<file path="config.mk">
export PLATFORM = sky130hd
export DESIGN_NAME = lsb_bit_walker
export DESIGN_NICKNAME = d
export VERILOG_FILES = /design/src/rtl/lsb_bit_walker.sv
export SDC_FILE = /design/constraint.sdc
export NUM_CORES = 1
export LEC_CHECK = 0
export ABC_CLOCK_PERIOD_IN_PS = 1600
export CAP_MARGIN = 20
export CORE_MARGIN = 2
export CORE_UTILIZATION = 23
export DETAILED_ROUTE_END_ITERATION = 7
export MAX_ROUTING_LAYER = met4
export PLACE_DENSITY_LB_ADDON = 0.25
export SYNTH_ARGS = -nofsm -noshare
export SYNTH_HDL_FRONTEND = slang
export SYNTH_SLANG_ARGS = --single-unit
export TNS_END_PERCENT = 30
</file>
<file path="constraint.sdc">
create_clock -name clk -period 1.6 [get_ports clk]
set_input_delay 0.32 -clock clk [delete_from_list [all_inputs] [get_ports clk]]
set_output_delay 0.32 -clock clk [all_outputs]
set_load 0.01 [all_outputs]
</file>
<file path="src/rtl/lsb_bit_walker.sv">
// Serialises a request vector into its set bits, lowest index first, over
// valid/ready handshakes on both sides.
module lsb_bit_walker #(
  parameter int WIDTH = 4,
  parameter int IDXW  = $clog2(WIDTH)
) (
  input  logic             clk,
  input  logic             rst_n,
  input  logic             in_valid,
  output logic             in_ready,
  input  logic [WIDTH-1:0] in_vec,
  output logic             out_valid,
  input  logic             out_ready,
  output logic [WIDTH-1:0] out_onehot,
  output logic [IDXW-1:0]  out_idx,
  output logic             out_last
);

  typedef enum logic [0:0] {
    IDLE = 1'b0,
    WALK = 1'b1
  } state_t;

  state_t           state_r;
  state_t           state_nxt_s;
  logic [WIDTH-1:0] pending_r;
  logic [WIDTH-1:0] pending_nxt_s;
  logic [WIDTH-1:0] pending_rest_s;
  logic [WIDTH-1:0] lowest_s;
  logic             walk_s;
  logic             accept_s;
  logic             out_hs_s;

  // Output decode uses only the pending register, never in_vec.
  always_comb begin
    walk_s         = (state_r == WALK);
    lowest_s       = pending_r & (~pending_r + WIDTH'(1));
    pending_rest_s = pending_r & (pending_r - WIDTH'(1));
    out_valid      = walk_s;
    out_onehot     = walk_s ? lowest_s : {WIDTH{1'b0}};
    out_last       = walk_s && (pending_rest_s == {WIDTH{1'b0}});
    out_idx        = {IDXW{1'b0}};
    for (int i = WIDTH - 1; i >= 0; i--) begin
      if (out_onehot[i]) begin
        out_idx = IDXW'(i);
      end else begin
        out_idx = out_idx;
      end
    end
    in_ready = !walk_s || (out_last && out_ready);
    accept_s = in_valid && in_ready;
    out_hs_s = out_valid && out_ready;
  end

  // Next-state: a final output handshake may share its edge with a new accept.
  always_comb begin
    state_nxt_s   = state_r;
    pending_nxt_s = pending_r;
    case (state_r)
      IDLE: begin
        if (accept_s && (in_vec != {WIDTH{1'b0}})) begin
          state_nxt_s   = WALK;
          pending_nxt_s = in_vec;
        end else begin
          state_nxt_s   = IDLE;
          pending_nxt_s = {WIDTH{1'b0}};
        end
      end
      WALK: begin
        if (out_hs_s && out_last) begin
          if (accept_s && (in_vec != {WIDTH{1'b0}})) begin
            state_nxt_s   = WALK;
            pending_nxt_s = in_vec;
          end else begin
            state_nxt_s   = IDLE;
            pending_nxt_s = {WIDTH{1'b0}};
          end
        end else if (out_hs_s) begin
          pending_nxt_s = pending_rest_s;
        end else begin
          pending_nxt_s = pending_r;
        end
      end
      default: begin
        state_nxt_s   = IDLE;
        pending_nxt_s = {WIDTH{1'b0}};
      end
    endcase
  end

  // State and pending register.
  always_ff @(posedge clk or negedge rst_n) begin
    if (!rst_n) begin
      state_r   <= IDLE;
      pending_r <= {WIDTH{1'b0}};
    end else begin
      state_r   <= state_nxt_s;
      pending_r <= pending_nxt_s;
    end
  end

endmodule

</file>
==> results.txt <==
Status = complete, but fails checks
Failing checks = setup timing
IO Port Bufs = 16
Commonest non-fill, non-tap cell in the layout = buf_4
Worst setup EP type = primary output
Period minus WS final = 1.73 ns
Leakage power = 0.371 nW
Ys flop type = dfrtp_1
Vias in the first global route = 514
Die W = 45.6 µm
WL final = 1380 µm
Part of the cycle the worst path needs = 108%
Routability cong. = 0.735
Worst Path Max Fanout = 3
Initial Util = 23.8%
Area Growth Syn to Fin = 104%
WP data required = 1.28 ns
Peak supply drop = 0.619 mV
Post-detail-place hpwl = 923 µm
DR pass1 iterations = 3
Routed vias = 516
Cell area after layout = 812 µm²
Largest net degree at the start of global routing = 11
WL per Instance = 13.2 µm
Initial antenna violation count = 0
Warnings from Yosys = 0
Boundary Pins = 17
Unrepaired setup endpoints after global routing = true
CTS root buffer = clkbuf_4
H-tree Lvls = 1
Antenna Nets Post-Route = 0
Power, Total = 0.00133 W
Cell count after synthesis = 45
Fraction of layout cells with a size suffix above 1 = 53.4%
Grt ovf = 0
Multi-input gate area = 288 µm²
Worst Clk Skew = 0.00223 ns
CTS sink count = 5
Syn nets = 53
DP Area = 679 µm²
CTS buffer count = 3
Final Max Tran Viols = 0
WS Path Type = reg2out
DRC violations left = 0
Clk pin slew, worst setup/hold paths = 0.04 ns
Fmax = 579 MHz
Syn Area/Cell = 8.84 µm²
DIE AREA = 2080 µm²
FF+latch area = 129 µm²
Initial DRC Count = 6
Final core area utilization = 48.6%
Worst skew pair latency = 0.24 ns
Ys async rst share = 100%
Clock buffer depth = 2
Mapped Area = 398 µm²
Reg2Reg Setup Slack = 0.09 ns
Total track usage = 16.3%
Layout Nets = 97
Diode count = 0
FP Rows = 15
WP data arrival = 1.41 ns
Fillers = 163
Maximum Capacitance Violations = 0
Setup crit start kind = flop
Slowest CP cell = dfrtp_2
Seq/Total Area, Yosys = 31.4%
Flops & latches, synth = 5
Die height = 45.6 µm
Final-report setup violation count = 5
Most frequent cells in the layout = buf_4, clkdlybuf4s50_1, nand2_1, buf_2, buf_6
Final hold vios = 0
First-pass GRT wire length = 2250 µm
Worst Setup Slack post-DPL = -0.260 ns
Yosys cell types = 28
TritonCTS clock tree = yes
CP cell instances = buf_6, a211oi_4, buf_4, o21ai_2, nand2_1, buf_2
CP peak stage delay = 0.42 ns
Worst Reg-to-Reg Cells = 6
Worst min path class = in2async
Slew @ Worst Pin = 0.348 ns
Max_slew headroom = 76.5%
DR vias/cell = 4.91
Cell Pwr Density = 1640 nW/µm²
Post-synth EDFFs = 0
Setup ws final = -0.127 ns
Core box area = 1670 µm²
## critical path, delay by kind of cell, from the launching register on
kind / cells / cell delay [ns]
buffers and inverters: 3 / 0.41
flip-flops: 1 / 0.42
AO/OA/AOI/OAI: 2 / 0.29
AND/OR/NAND/NOR: 1 / 0.06
## through the flow
step	instances	setup TNS (ns)	hold slack, ns
after floorplan	45	0	0.0244
after global placement	91	-1.19	0.549
after detailed placement	91	-1.13	0.555
after CTS	105	-0.325	0.296
after global routing	105	-0.770	0.294
final	105	-0.391	0.300
## cell usage after synthesis, drive strengths merged (2+ instances only)
cell type / count / area [µm²]
or2: 2 / 12.5
o21ai: 3 / 15.0
buf: 3 / 20.0
o211ai: 2 / 15.0
dfrtp: 5 / 125
nand2: 4 / 15.0
o41ai: 2 / 17.5
nor2b: 2 / 12.5
a211oi: 3 / 27.5
nand2b: 2 / 12.5
and2: 2 / 12.5
## logic make-up after synthesis
family	synth area share, %
compound gates	36.2
mux	2.83
buf+inv	5.97
flops	31.4
simple gates	23.6
## state kept, by name (all words and copies together) (netlist names)
name,count
out_valid,1
pending_r,4
## layer usage
metal  up-vias  share of wire (%)  track usage, %
li1        256                  -               -
met1       243                 39            16.8
met2        15                 56            28.5
met3         2                3.8            4.76
met4         0                1.0            7.06
met5         -                  0               -
## path summary, 6_finish.rpt
| check | start | end |
|---|---|---|
| setup / recovery | pending_r[2] | in_ready |
| hold / removal | rst_n | pending_r[0] |
| setup reg to reg | pending_r[2] | pending_r[3] |
| hold reg to reg | out_valid | pending_r[1] |
| max in group asynchronous | rst_n | pending_r[2] |
| min in group clk | in_vec[1] | pending_r[1] |
## power breakdown
group          internal, W  switching, W  total, W
clock network    0.0000940     0.0000480  0.000142
logic             0.000546      0.000407  0.000953
registers         0.000176     0.0000613  0.000237
total             0.000816      0.000516   0.00133
## layout make-up
class                           instances  area share [%]
Sequential cell                         5            15.9
Inverter                                1           0.462
Multi-Input combinational cell         36            35.4
Tap cell                               17            2.62
Timing Repair Buffer                   42            42.4
Clock buffer                            4            3.24
## repair_timing
item	CTS	global route
buffers inserted	10	0
gates resized for setup	37	4
pin swaps	5	0
endpoints found under the setup margin	9	8
hold buffers	0	0
hold endpoints to repair	0	0
Note: power is estimated with default switching activity, not from simulation.
